==> config.mk <==
export PLATFORM = sky130hd
export DESIGN_NAME = lcd_fetch
export DESIGN_NICKNAME = d
export VERILOG_FILES = /design/src/rtl/lcd_fetch_pkg.sv /design/src/rtl/lcd_attr_decode.sv /design/src/rtl/lcd_fetch.sv
export SDC_FILE = /design/constraint.sdc
export NUM_CORES = 1
export LEC_CHECK = 0
export CAP_MARGIN = 25
export CORE_MARGIN = 8
export CORE_UTILIZATION = 51
export DETAILED_ROUTE_END_ITERATION = 16
export PLACE_DENSITY = 0.77
export SYNTH_ARGS = -nofsm -noshare
export SYNTH_HDL_FRONTEND = slang
export SYNTH_HIERARCHICAL = 1
export SYNTH_SLANG_ARGS = --single-unit
==> constraint.sdc <==
create_clock -name mck -period 6.5 [get_ports mck]
set_clock_uncertainty 0.05 [all_clocks]
set_input_delay 0.65 -clock mck [delete_from_list [all_inputs] [get_ports mck]]
set_output_delay 0.65 -clock mck [all_outputs]
set_load 0.03 [all_outputs]
==> src/rtl/lcd_fetch_pkg.sv <==
// lcd_fetch_pkg: shared FSM states, font region thresholds, attribute bits and the attribute address helper
package lcd_fetch_pkg;

  typedef enum logic [2:0] {IDLE, ATTR0, ATTR1, FONT, EMIT, BLANK} state_e;

  localparam logic [9:0] HIRES1_MIN = 10'h300;
  localparam logic [8:0] LORES0_MIN = 9'h1C0;

  localparam int A_HIRES = 5;
  localparam int A_REV   = 4;
  localparam int A_FLASH = 3;
  localparam int A_GREY  = 2;
  localparam int A_UNDER = 1;

  function automatic logic [21:0] attr_addr(input logic [10:0] sbr, input logic [5:0] line,
                                            input logic [6:0] col, input logic odd);
    return {sbr, line[5:3], col, odd};
  endfunction

endpackage

==> src/rtl/lcd_attr_decode.sv <==
// lcd_attr_decode: maps an attribute pair to its font address, glyph width and processed pixel byte (grey via LCD_FETCH_GREY_EN)
module lcd_attr_decode
  import lcd_fetch_pkg::*;
(
  input  logic [7:0]  b0_i,
  input  logic [7:0]  b1_i,
  input  logic [2:0]  l_i,
  input  logic [12:0] pb0_i,
  input  logic [9:0]  pb1_i,
  input  logic [8:0]  pb2_i,
  input  logic [10:0] pb3_i,
  input  logic [7:0]  f_i,
  input  logic        t_1s_i,
  input  logic        t_5ms_i,
  output logic [21:0] font_addr_o,
  output logic        wide_o,
  output logic [7:0]  pix_o
);

  logic       hires;
  logic [9:0] code10;
  logic [8:0] code9;
  logic [7:0] p_base, p_ul, p_rev, p_fl, p_gr;
  logic       unused_bits;

  // font region select and underline/reverse/flash chain
  always_comb begin
    hires = b1_i[A_HIRES];
    code10 = {b1_i[1:0], b0_i};
    code9 = {b1_i[0], b0_i};
    font_addr_o = hires ? (code10 >= HIRES1_MIN ? {pb3_i, code10[7:0], l_i} : {pb2_i, code10, l_i})
                        : (code9 >= LORES0_MIN ? {pb0_i, code9[5:0], l_i} : {pb1_i, code9, l_i});
    p_base = hires ? f_i : {2'b00, f_i[5:0]};
    p_ul = (!hires && b1_i[A_UNDER] && (&l_i)) ? 8'hFF : p_base;
    p_rev = b1_i[A_REV] ? ~p_ul : p_ul;
    p_fl = (b1_i[A_FLASH] && t_1s_i) ? ~p_rev : p_rev;
    wide_o = hires;
  end

`ifdef LCD_FETCH_GREY_EN
  assign p_gr = (b1_i[A_GREY] && t_5ms_i) ? 8'h00 : p_fl;
`else
  logic unused_grey;
  assign unused_grey = t_5ms_i ^ b1_i[A_GREY];
  assign p_gr = p_fl;
`endif

  assign unused_bits = ^b1_i[7:6];
  assign pix_o = hires ? p_gr : {2'b00, p_gr[5:0]};

endmodule

==> src/rtl/lcd_fetch.sv <==
// lcd_fetch: per-line video fetch scheduler feeding the LCD shifter (optional grey attribute via LCD_FETCH_GREY_EN)
module lcd_fetch
  import lcd_fetch_pkg::*;
#(
  parameter int COLS  = 106,
  parameter int LINES = 64
) (
  input  logic        mck,
  input  logic        rin_n,
  input  logic        lcdon,
  input  logic [12:0] pb0w,
  input  logic [9:0]  pb1w,
  input  logic [8:0]  pb2w,
  input  logic [10:0] pb3w,
  input  logic [10:0] sbrw,
  input  logic        t_1s,
  input  logic        t_5ms,
  input  logic        vid_slot,
  output logic [21:0] va,
  input  logic [7:0]  vid_cdo,
  input  logic        line_req,
  input  logic        frame_sync,
  output logic        pix_valid,
  output logic [7:0]  pix_data,
  output logic        pix_wide,
  input  logic        pix_ready,
  output logic        line_done,
  output logic        busy
);

  state_e      st_q;
  logic [5:0]  line_q, line_d, line_start;
  logic [6:0]  col_q, col_d;
  logic [12:0] pb0_q;
  logic [9:0]  pb1_q;
  logic [8:0]  pb2_q;
  logic [10:0] pb3_q, sbr_q;
  logic [7:0]  b0_q, b1_q, b1_sel;
  logic [21:0] va_q, font_addr;
  logic [7:0]  pix_data_q, pix;
  logic        pix_valid_q, pix_wide_q, line_done_q, wide, last;

  // b1 is decoded straight from the bus in ATTR1 so the font address is ready on entry to FONT
  lcd_attr_decode u_dec (
    .b0_i(b0_q), .b1_i(b1_sel), .l_i(line_q[2:0]),
    .pb0_i(pb0_q), .pb1_i(pb1_q), .pb2_i(pb2_q), .pb3_i(pb3_q),
    .f_i(vid_cdo), .t_1s_i(t_1s), .t_5ms_i(t_5ms),
    .font_addr_o(font_addr), .wide_o(wide), .pix_o(pix)
  );

  // next column/line values and end-of-line detect
  always_comb begin
    col_d = col_q + 7'd1;
    line_d = (line_q == 6'(LINES - 1)) ? 6'd0 : line_q + 6'd1;
    line_start = frame_sync ? 6'd0 : line_q;
    last = col_q == 7'(COLS - 1);
    b1_sel = (st_q == ATTR1) ? vid_cdo : b1_q;
  end

  // fetch FSM: one slot per memory state, stall in EMIT/BLANK until the shifter accepts
  always_ff @(posedge mck or negedge rin_n) begin
    if (!rin_n) begin
      st_q <= IDLE;
      line_q <= '0;
      col_q <= '0;
      pb0_q <= '0;
      pb1_q <= '0;
      pb2_q <= '0;
      pb3_q <= '0;
      sbr_q <= '0;
      b0_q <= '0;
      b1_q <= '0;
      va_q <= '0;
      pix_valid_q <= 1'b0;
      pix_data_q <= '0;
      pix_wide_q <= 1'b0;
      line_done_q <= 1'b0;
    end else begin
      line_done_q <= 1'b0;
      if (frame_sync) line_q <= '0;
      if (frame_sync && st_q != IDLE) begin
        st_q <= IDLE;
        pix_valid_q <= 1'b0;
      end else begin
        case (st_q)
          IDLE: if (line_req) begin
            pb0_q <= pb0w;
            pb1_q <= pb1w;
            pb2_q <= pb2w;
            pb3_q <= pb3w;
            sbr_q <= sbrw;
            col_q <= '0;
            if (lcdon) begin
              st_q <= ATTR0;
              va_q <= attr_addr(sbrw, line_start, 7'd0, 1'b0);
            end else begin
              st_q <= BLANK;
              pix_valid_q <= 1'b1;
              pix_data_q <= 8'h00;
              pix_wide_q <= 1'b1;
            end
          end
          ATTR0: if (vid_slot) begin
            b0_q <= vid_cdo;
            va_q[0] <= 1'b1;
            st_q <= ATTR1;
          end
          ATTR1: if (vid_slot) begin
            b1_q <= vid_cdo;
            va_q <= font_addr;
            st_q <= FONT;
          end
          FONT: if (vid_slot) begin
            pix_data_q <= pix;
            pix_wide_q <= wide;
            pix_valid_q <= 1'b1;
            st_q <= EMIT;
          end
          EMIT, BLANK: if (pix_ready) begin
            if (last) begin
              st_q <= IDLE;
              pix_valid_q <= 1'b0;
              line_done_q <= 1'b1;
              line_q <= line_d;
            end else begin
              col_q <= col_d;
              if (st_q == EMIT) begin
                st_q <= ATTR0;
                pix_valid_q <= 1'b0;
                va_q <= attr_addr(sbr_q, line_q, col_d, 1'b0);
              end
            end
          end
          default: st_q <= IDLE;
        endcase
      end
    end
  end

  assign va = va_q;
  assign pix_valid = pix_valid_q;
  assign pix_data = pix_data_q;
  assign pix_wide = pix_wide_q;
  assign line_done = line_done_q;
  assign busy = st_q != IDLE;

endmodule

# Word level (Yosys, flattened, before mapping)
# Cells that the tools add are included.
# op_classes
add_sub_neg	2
mul	0
n_div	0
n_lt_le_gt_ge	2
n_eq_ne	23
n_shift	0
n_mux	55
n_bitwise	3
n_reduce_logical	23
# ops
op	count
$mux 22	9
$mux 8	8
$pmux 21 s3	1
$mux 6	7
$mux 3	9
$mux 7	3
$ne 2x2->1 const B	9
$not 8->8	2
$pmux 8 s2	1
$ne 3x3->1 const B	5
$pmux 3 s5	1
$pmux 7 s2	1
$mux 1	12
$reduce_and 3->1	4
$reduce_and 6->1	2
$ge 10x10->1 const B	1
$reduce_and 5->1	2
$ge 9x9->1 const B	1
$reduce_and 9->1	1
$reduce_and 8->1	1
$reduce_bool 4->1	2
$add 7x1->7 const B	1
$eq 7x7->1 const B	1
$add 6x1->6 const B	1
16 further kinds	23
# word_totals
reg_bits	117
latch_bits	0
mem_bits_rw	0
romBits	0
input_bits	71
output_inout_bits	34
n_memories	0

# Longest topological paths before layout
# Gate-level depths: netlist (run 1).
# logic_depth
depth_word	13
ltp_mapped	12
ltp_nobuf	8

# Hierarchy
# The synthesis (run 1) kept the hierarchy.
# modules_own_cells
mod	instances	cells_per_inst	area_per_inst_um2
lcd_fetch	1	461	5475.3
lcd_attr_decode	1	99	649.4

# Worst setup path after synthesis (run 1)
# Ideal clock, no wire load.
# synth_timing
path_type	reg2reg
from	register st_q[1]
to	register va_q[14] (netlist: va[14])
setup_time_ns	0.131
arrival_time_ns	2.473
slack_ns	3.846
stages_incl_launch_ff	13
path_buffers	4
period_less_slack_ns	2.654
cell_sequence	dfrtp_1 buf_2 nor3b_2 clkbuf_1 mux2_2 buf_4 and2_1 buf_2 nand2_1 a32oi_1 a22o_1 a21oi_1 mux2i_1
# synth_between
elab_chain_cells	7
word_cells_on_any_way	24
classes_between	2 x order compare; 9 x eq/ne; 6 x mux; 1 x bitwise; 6 x reduce/logical
# synth_rtl
element	line	rtl
start: declaration	lcd_fetch.sv:31	state_e st_q;
start signal: assignment	lcd_fetch.sv:63	st_q <= IDLE;
start signal: assignment	lcd_fetch.sv:82	st_q <= IDLE;
start signal: assignment	lcd_fetch.sv:94	st_q <= ATTR0;
$eq 3x2->1	lcd_fetch.sv:57	b1_sel = (st_q == ATTR1) ? vid_cdo : b1_q;
$mux 6	lcd_fetch.sv:57	
net b1_sel[1]	lcd_fetch.sv:38	logic [7:0] b0_q, b1_q, b1_sel;
$ge 10x10->1	lcd_attr_decode.sv:31	font_addr_o = hires ? (code10 >= HIRES1_MIN ? {pb3_i, code10[7:0], l_i} : {pb2_i, code10, l_i})
$mux 22 (2 in a row)	lcd_attr_decode.sv:31	
net font_addr[14]	lcd_fetch.sv:39	logic [21:0] va_q, font_addr;
$mux 22	lcd_fetch.sv:108	ATTR1: if (vid_slot) begin
$pmux 21 s3	lcd_fetch.sv:85	case (st_q)
end signal: assignment	lcd_fetch.sv:95	va_q <= attr_addr(sbrw, line_start, 7'd0, 1'b0);
end signal: assignment	lcd_fetch.sv:110	va_q <= font_addr;
end signal: assignment	lcd_fetch.sv:130	va_q <= attr_addr(sbr_q, line_q, col_d, 1'b0);
end: declaration	lcd_fetch.sv:39	
# The timed path passes the listed nets, and every way through them passes these cells. The select of a mux whose other input is x is not followed.
# A chain may end at the register's enable or synchronous reset.

# Final worst setup path (run 1)
# layout_timing
from	register st_q[1]
to	register pix_data_q[1] (netlist: pix_data[1])
# layout_between
elab_chain_cells	13
word_cells_on_any_way	24
classes_between	5 x eq/ne; 7 x mux; 3 x bitwise; 9 x reduce/logical
# layout_rtl
element	line	rtl
$eq 3x2->1 *	lcd_fetch.sv:57	
$mux 6 *	lcd_fetch.sv:57	
net b1_sel[5]	lcd_fetch.sv:38	
$logic_not 1->1 *	lcd_attr_decode.sv:34	p_ul = (!hires && b1_i[A_UNDER] && (&l_i)) ? 8'hFF : p_base;
$logic_and 1x1->1 * (2 in a row)	lcd_attr_decode.sv:34	
$mux 8 *	lcd_attr_decode.sv:34	
$not 8->8	lcd_attr_decode.sv:35	p_rev = b1_i[A_REV] ? ~p_ul : p_ul;
$mux 8 *	lcd_attr_decode.sv:35	
$not 8->8	lcd_attr_decode.sv:36	p_fl = (b1_i[A_FLASH] && t_1s_i) ? ~p_rev : p_rev;
$mux 8 *	lcd_attr_decode.sv:36	
$mux 8 *	lcd_attr_decode.sv:49	assign pix_o = hires ? p_gr : {2'b00, p_gr[5:0]};
net pix[1]	lcd_fetch.sv:40	logic [7:0] pix_data_q, pix;
$mux 8 *	lcd_fetch.sv:113	FONT: if (vid_slot) begin
$pmux 8 s2 *	lcd_fetch.sv:85	
end signal: assignment	lcd_fetch.sv:114	pix_data_q <= pix;
end: declaration	lcd_fetch.sv:40	
# Mark *: on every way through the listed nets, which the timed path passes. The rest lies on a longest branch. The select of a mux whose other input is x is not followed.

==> impl_metrics.py, run 1 <==
metrics = {
    "final_layout": {
        "fillCellCount": 898,
        "syn2layout_area_growth_pct": 25.4,
        "postLayoutCellArea_um2": 7500,
        "nets": 708,
        "antenna_cells": 0,
        "layout-drive-gt1-share_pct": 20.3,
    },
    "clock_tree": {
        "cts_buffers": 17,
        "clock-root-buffer": "clkbuf_16",
        "cts_resized": 0,
        "clkTransAtPathRegs_ps": 50,
        "cts_hold_buf": 0,
        "cts.htree.levels": 4,
        "cts_setup_buffers": 0,
        "cts_tree": "built",
        "clock_latency_ps": 410,
        "cts_sinks": 116,
        "cts.path.max_buffers": 2,
    },
    "power": {
        "internal_power_uw": 2220,
        "peakVddDrop_mv": 0.264,
        "switching_power_uw": 1320,
        "swShare_pct": 37.2,
        "seqPwrFrac_pct": 34.8,
        "powerDensity_nw_per_um2": 472,
        "p_clk_share_pct": 22.6,
        "p_comb_share_pct": 42.5,
        "leakage_uw": 0.00333,
    },
    "synth": {
        "syn-num-nets": 625,
        "syn_inst": 551,
        "synth_area_um2": 5980,
        "yosysWarnings": 6,
        "avgSynthCellArea_um2": 10.9,
    },
    "worst_hold_path": {
        "hold_class": "in -> async",
    },
    "timing": {
        "max_freq_mhz": 307,
        "relSlewSlack_pct": 44.1,
        "setup_viol": 0,
        "fin_ws_ps": 3240,
        "tightest_slew_ps": 836,
        "hold_viol_final": 0,
        "min_period_ps": 3260,
        "slew_viol_final": 0,
        "period_share_pct": 50.1,
        "rsz0062_at_grt": "no",
        "tns_ps": 0,
    },
    "setup_path": {
        "reg2reg_depth": 8,
        "cp.required_ps": 6760,
        "path_class": "reg -> reg",
        "crit_path_max_incr_delay_ps": 770,
        "arrival_ps": 3520,
        "cp-start-kind": "flop",
        "worst_setup_path_end_kind": "flop",
        "cp_slowest_cell": "dfrtp_1",
        "critPathMaxFanout": 29,
        "path_cells": "nor3b_2 > buf_4 > mux2_2 > and4b_1 > a21oi_2 > xor2_1 > nand2_1 > o31ai_1",
    },
    "placement": {
        "port_buffers": 103,
        "dpl_cell_area_um2": 6980,
        "place_congestion": 0.833,
        "dp_hpwl_um": 10300,
        "place_ws_ps": 3190,
    },
    "detailed_routing": {
        "drt_iter0_markers": 305,
        "drtAntennaViolNets": 0,
        "drt-total-wl_um": 14400,
        "drc": 0,
        "drt_first_pass_iters": 4,
        "wl_per_cell_um": 18.3,
        "avgViaCountPerCell": 5.69,
        "via_count": 4489,
    },
    "die": {
        "rows": 39,
        "initial_core_util_pct": 52.4,
        "die_area_um2": 15500,
        "die_y_um": 124,
        "core-area_um2": 11400,
        "die_w_um": 124,
        "num_io_pins": 105,
    },
    "global_routing": {
        "grt_max_degree": 60,
        "grt_pass1_vias": 4695,
        "grt_usage_pct": 19.0,
        "antenna_found_initial": 0,
        "grt_overflow_total": 0,
        "grt_pass1_wl_um": 24200,
    },
    "status": {
        "outcome": "complete, no violations",
    },
    "job": {
        "drv_cap": 0,
    },
}
## cell usage in the layout (no fill, tap or decap), types with 7 or more instances in the layout
master,instances
a21oi_1,36
a22o_1,14
a32oi_1,9
buf_4,7
clkbuf_16,17
clkdlybuf4s50_1,102
dfrtp_1,116
inv_1,20
mux2_2,71
mux2i_1,15
nand2_1,86
nand2b_1,8
nor2_1,11
o21ai_0,18
o31ai_1,10
xor2_1,8
## metal layers
metal | track usage, % | wire length (um) | vias to the layer above | part of all wire [%]
li1 | - | - | 2118 | -
met1 | 23.8 | 6280 | 2229 | 43
met2 | 30.6 | 7200 | 126 | 50
met3 | 4.09 | 681 | 16 | 4.7
met4 | 8.72 | 284 | 0 | 2.0
met5 | 0 | 0 | - | 0
## power groups by stage
stage	Clock, uW	Combinational, uW	Sequential (uW)
4_1_cts	815	1510	1230
3_3_place_gp	0	1460	1220
3_5_place_dp	0	1500	1240
5_1_grt	851	1630	1280
6_report	801	1510	1230
2_1_floorplan	0	995	1320
## area by class of cell
cell class	instances	area, um2	area share (%)
Multi-Input combinational cell	370	2760	36.8
Timing Repair Buffer	109	1070	14.3
Tap cell	143	179	2.39
Sequential cell	116	2900	38.7
Inverter	20	75.1	1.00
Clock inverter	10	61.3	0.817
Clock buffer	21	450	6.01
## metrics by stage
stage                     std cells  hold WS (ps)  util [%]  power [uW]
after floorplan                 551           304         -        2320
after global placement          756           408      61.1        2680
after detailed placement        757           413      61.1        2740
after CTS                       788           276      65.6        3560
after global routing            789           313      65.7        3760
final                           789           244      65.7        3540
## worst paths after layout
check	from	endpoint	slack [ps]
worst max-delay path	st_q[1]	pix_data[1]	3240
min in group mck	sbr_q[6]	sbr_q[6]	430
worst max register to register	st_q[1]	pix_data[1]	3240
worst min-delay path	rin_n	pix_data[7]	240
worst min register to register	sbr_q[6]	sbr_q[6]	430
max in group asynchronous	rin_n	pb3_q[0]	4910
## sequential cells by signal, summed over array words and instances (netlist names)
name and flops:
pb1_q 10, b0_q 8, st_q 3, pb3_q 11
line_done 1, pix_valid 1, pb2_q 9, b1_q 5
line_q 6, sbr_q 11, va 22, pix_data 8
pix_wide 1, pb0_q 13, col_q 7
## worst max-delay path: cells and delay by family, from the launching register on
family                 cells  cell delay [ps]
AND/OR/NAND/NOR            3              940
XOR/XNOR                   1              160
AO/OA/AOI/OAI              2              310
multiplexers               1              590
flip-flops                 1              770
buffers and inverters      1              340
No activity file was read; power rests on OpenSTA's default activity.
==> inputs of run 2 (changes only) <==
==> constraint.sdc (replaced) <==
create_clock -name mck -period 3.1 [get_ports mck]
set_clock_uncertainty 0.05 [all_clocks]
set_input_delay 0.31 -clock mck [delete_from_list [all_inputs] [get_ports mck]]
set_output_delay 0.31 -clock mck [all_outputs]
set_load 0.03 [all_outputs]
==> impl_metrics.py, run 2 (synthesis gave the netlist of run 1 again) <==
metrics = {
    "setup_path": {
        "cp.required_ps": 3390,
        "path_class": "reg -> reg",
        "arrival_ps": 3060,
        "critPathMaxFanout": 10,
        "worst_setup_path_end_kind": "flop",
        "r2r_slack_ps": 330,
        "r2r_end": "va[13]",
        "cp-start-kind": "flop",
        "worst_r2r_startpoint": "st_q[0]",
        "reg2reg_depth": 8,
    },
    "global_routing": {
        "grt_usage_pct": 19.5,
        "antenna_found_initial": 0,
        "grt_overflow_total": 0,
        "grt_max_degree": 60,
        "grt_pass1_wl_um": 24900,
        "grt_pass1_vias": 4795,
    },
    "die": {
        "num_io_pins": 105,
        "initial_core_util_pct": 52.4,
        "die_w_um": 124,
        "core-area_um2": 11400,
        "die_area_um2": 15500,
        "rows": 39,
        "die_y_um": 124,
    },
    "detailed_routing": {
        "drt-total-wl_um": 14900,
        "avgViaCountPerCell": 5.72,
        "drt_first_pass_iters": 5,
        "drt_iter0_markers": 311,
        "wl_per_cell_um": 18.7,
        "drtAntennaViolNets": 0,
        "drc": 0,
        "via_count": 4560,
    },
    "power": {
        "switching_power_uw": 2910,
        "swShare_pct": 37.8,
        "peakVddDrop_mv": 0.595,
        "internal_power_uw": 4790,
        "p_clk_share_pct": 24.4,
        "powerDensity_nw_per_um2": 1010,
        "p_comb_share_pct": 42.8,
        "seqPwrFrac_pct": 32.8,
        "leakage_uw": 0.00339,
    },
    "timing": {
        "hold_viol_final": 0,
        "rsz0062_at_grt": "no",
        "timing.hold.ws_ps": 421,
        "tightest_slew_ps": 859,
        "setup_viol": 0,
        "max_freq_mhz": 361,
        "min_period_ps": 2770,
        "relSlewSlack_pct": 42.5,
        "period_share_pct": 89.4,
        "slew_viol_final": 0,
        "tns_ps": 0,
    },
    "final_layout": {
        "antenna_cells": 0,
        "layout-drive-gt1-share_pct": 21.6,
        "stdcell_count": 797,
        "syn2layout_area_growth_pct": 27.5,
        "layout_commonest_cell": "dfrtp_1",
        "nets": 715,
        "largest_register_ffs": 22,
        "final_cell_mix": "116 x dfrtp_1, 102 x clkdlybuf4s50_1, 86 x nand2_1",
    },
    "clock_tree": {
        "cts_tree": "built",
        "cts.path.max_buffers": 2,
        "clock_latency_ps": 420,
        "clkTransAtPathRegs_ps": 60,
        "cts_setup_buffers": 0,
        "cts.htree.levels": 4,
        "cts_buffers": 17,
        "clock-root-buffer": "clkbuf_16",
        "cts_sinks": 116,
    },
    "placement": {
        "dp.cells": 764,
        "dp_hpwl_um": 10700,
        "port_buffers": 103,
        "place_congestion": 0.827,
    },
    "worst_hold_path": {
        "hold_end": "sbr_q[1]",
        "hold_class": "in -> reg",
        "min-delay-start": "sbrw[1]",
        "min_path_cells": 3,
    },
    "job": {
        "drv_cap": 0,
    },
    "status": {
        "outcome": "complete, no violations",
    },
}
[run 2: cell count changes in the layout (fill, tap and decap cells not counted)]
cell           change
buf_4              +5
clkinv_2           -5
inv_6              +5
clkbuf_1           -3
clkinv_4           +3
buf_12             +1
bufinv_16          +1
clkbuf_8           -1
dlygate4sd3_1      +1
inv_8              +1
[run 2: worst max-delay path by stage]
stage	start	slack (ps)	to	depth (start not counted)
3_3_place_gp	st_q[0]	500	va[15]	8
5_1_grt	st_q[0]	170	va[13]	8
6_report	st_q[0]	330	va[13]	8
3_5_place_dp	st_q[0]	340	va[13]	8
2_1_floorplan	st_q[1]	510	va[14]	12
4_1_cts	st_q[0]	350	va[13]	8
[run 2: per-stage QoR]
| step | area [um2] | power [uW] | util [%] | setup slack, ps |
|---|---|---|---|---|
| after CTS | 7630 | 7730 | 66.8 | 348 |
| after global placement | 7050 | 5670 | 61.7 | 502 |
| after global routing | 7630 | 8160 | 66.8 | 171 |
| after detailed placement | 7050 | 5830 | 61.7 | 344 |
| after floorplan | 5980 | 4860 | - | 506 |
| final | 7630 | 7710 | 66.8 | 330 |
[run 2: worst max-delay path, cell delays in order, from the launching register on]
cell	delay, ps
dfrtp_1	430
nor3b_2	460
mux2_2	520
nand2_1	350
nand2_1	140
a32oi_1	340
a22o_1	200
a21oi_1	50
mux2i_1	160
[run 2: area by class of cell]
class                           count  area (um2)
Fill cell                         854        3790
Sequential cell                   116        2900
Multi-Input combinational cell    370        2760
Timing Repair Buffer              116        1140
Clock buffer                       17         425
Tap cell                          143         179
Clock inverter                     15         148
Inverter                           20        75.1
[run 2: power by group through the flow]
stage | Clock (uW) | Sequential, uW | Combinational [uW]
floorplan | 0 | 2770 | 2090
finish | 1880 | 2530 | 3300
CTS | 1890 | 2530 | 3310
global route | 1980 | 2600 | 3580
global placement | 0 | 2500 | 3170
detailed placement | 0 | 2550 | 3280
[run 2: per-layer routing]
layer	track usage, %	up-vias	wire [um]
met4	7.80	0	344
met3	4.64	33	806
met1	24.4	2260	6230
met2	31.7	139	7490
met5	0	-	0
li1	-	2128	-
[run 2: repair_timing]
action,in CTS,in global routing
endpoints found under the hold margin,58,0
resized for setup,0,0
endpoints found under the setup margin,0,0
hold buffers,1,0
==> edit, RTL diff (flow settings as in run 1) <==
The parameter `LINES` goes from 64 to 48.
--- a/src/rtl/lcd_fetch.sv
+++ b/src/rtl/lcd_fetch.sv
@@ -3,7 +3,7 @@
   import lcd_fetch_pkg::*;
 #(
   parameter int COLS  = 106,
-  parameter int LINES = 64
+  parameter int LINES = 48
 ) (
   input  logic        mck,
   input  logic        rin_n,
Check against the original RTL: no difference found for any inputs over 4 cycles, from zero or initial values; that may be too few to reach the edited logic, so the function may still have changed.
==> edit against run 1 <==
  * Via count is 2.7% lower
  * Wire length grew 2.5%
  * Design area up 0.93%
  * Setup slack about the same
  * Sequential cell count did not move
  * Total power grew 1.2%
  * Synthesized area fell by 0.36%
  * Critical path type unchanged
  * Critical endpoint is now va[20]
  * Largest power group unchanged
==> edit: results (changes against run 1) <==
[run_status]
status = finished clean

[routing]
via_per_inst = 5.720  ; +0.53%
finalWirelength_um = 14800  ; +2.5%
drt-initial-drc-count = 320  ; +4.9%
firstDrtPassIters = 6  ; +2

[min_path]
hp-class = input port to async pin

[power]
p_sw_share_pct = 35.22  ; -2.0 points
peakVddDrop_v = 0.0002284  ; -13%
leakage_nw = 3.281  ; -1.4%
clock_power_mw = 0.954  ; +19%
pwr-share-comb_pct = 39.7  ; -2.8 points

[finish]
layout_commonest_cell = dfrtp_1
fin_nets = 682  ; -3.7%
drive_gt1_share_pct = 22.38  ; +2.1 points
insertedDiodeCount = 0  ; unchanged
fin_cells = 764  ; -3.2%
largest_reg_flops = 22  ; unchanged

[cts]
ctsResizeCount = 0  ; unchanged
h-tree-depth = 4  ; unchanged
cts_setup_buffers = 0  ; unchanged
clkLatencyLatePin_ns = 0.41  ; about the same
clk_pin_slew_ns = 0.06
clock_path_buffers = 2  ; unchanged
root_buffer = clkbuf_16
cts_made_buffers = 17  ; unchanged

[worst_setup_path]
arrival_ns = 3.54  ; +0.02 ns
rr_worst_depth = 9  ; +1
worstPathMaxFanout = 26  ; -10%
r2r_slack_ns = 3.24  ; about the same
r2r_start = st_q[1]
reg2reg_to = va[20]

[grt]
grt_usage_pct = 20.46  ; +1.5 points
grt_pass1_vias = 4706  ; +0.23%
antenna_found_initial = 0  ; unchanged
grt_max_degree = 69  ; +15%
grt_pass1_wl_um = 24540  ; +1.5%

[yosys]
synthesis.nets = 599  ; -4.2%
yosysWarningCount = 6  ; unchanged
syn_avg_cell_area_um2 = 11.35  ; +4.6%

[sta]
tightest_slew_ns = 0.8488  ; +0.01281 ns
hold_viol = 0  ; unchanged

[placed_design]
hpwlAfterDp_um = 10120  ; -1.5%
dp_cells = 732  ; -3.3%
numPortBuffers = 103  ; unchanged
gp_congestion = 0.8387  ; +0.65%

## edit: cell types whose count changed in the layout (fill, tap and decap cells not counted), sizes merged, moves of 3 or more
cell,run 1,this run
nand3,6,13
inv,20,29
mux2i,15,23
o21ai,18,9
nand2,87,52
o31ai,10,1
clkinv,7,4
mux2,77,86
bufinv,0,3
nor3b,4,1
## edit: layer usage
| layer | up-vias | GRT usage, % | part of all wire, % |
|---|---|---|---|
| met5 | - | 0 | 0 |
| met4 | 0 | 7.881 | 1.7 |
| met3 | 23 | 4.488 | 6.6 |
| met2 | 149 | 33.27 | 49 |
| met1 | 2172 | 26.19 | 42 |
| li1 | 2026 | - | - |
## edit: worst max-delay path, cell delays in order (launching register included)
cell	delay, ns
dfrtp_1	0.68
nor3b_2	0.36
buf_4	0.37
mux2_2	0.50
nand2_1	0.36
nand2_1	0.11
a32oi_1	0.36
a22o_1	0.18
a21oi_1	0.04
mux2i_1	0.14
## edit: area by class of cell
class,instances,area [um^2]
Sequential cell,116,2903
Fill cell,851,3847
Clock buffer,20,456.7
Tap cell,143,178.9
Multi-Input combinational cell,337,2710
Timing Repair Buffer,107,1059
Inverter,29,108.9
Clock inverter,12,155.1
## edit: stage by stage
stage	power, mW	hold slack [ns]	area, um^2	setup WS (ns)
final	3.585	0.2751	7571	3.244
after CTS	3.596	0.3297	7571	3.291
after detailed placement	2.618	0.4338	6959	3.199
after floorplan	2.245	0.3044	5961	3.660
after global routing	3.782	0.3654	7571	3.034
after global placement	2.558	0.4301	6959	3.227
## edit: how the worst max path moves through the flow
stage                   from  slack, ns  endpoint
floorplan            st_q[0]       3.66    va[16]
global placement    line_req       3.23     va[8]
detailed placement  line_req       3.20    va[10]
CTS                  st_q[1]       3.29    va[20]
global route         st_q[1]       3.03    va[15]
finish               st_q[1]       3.24    va[20]
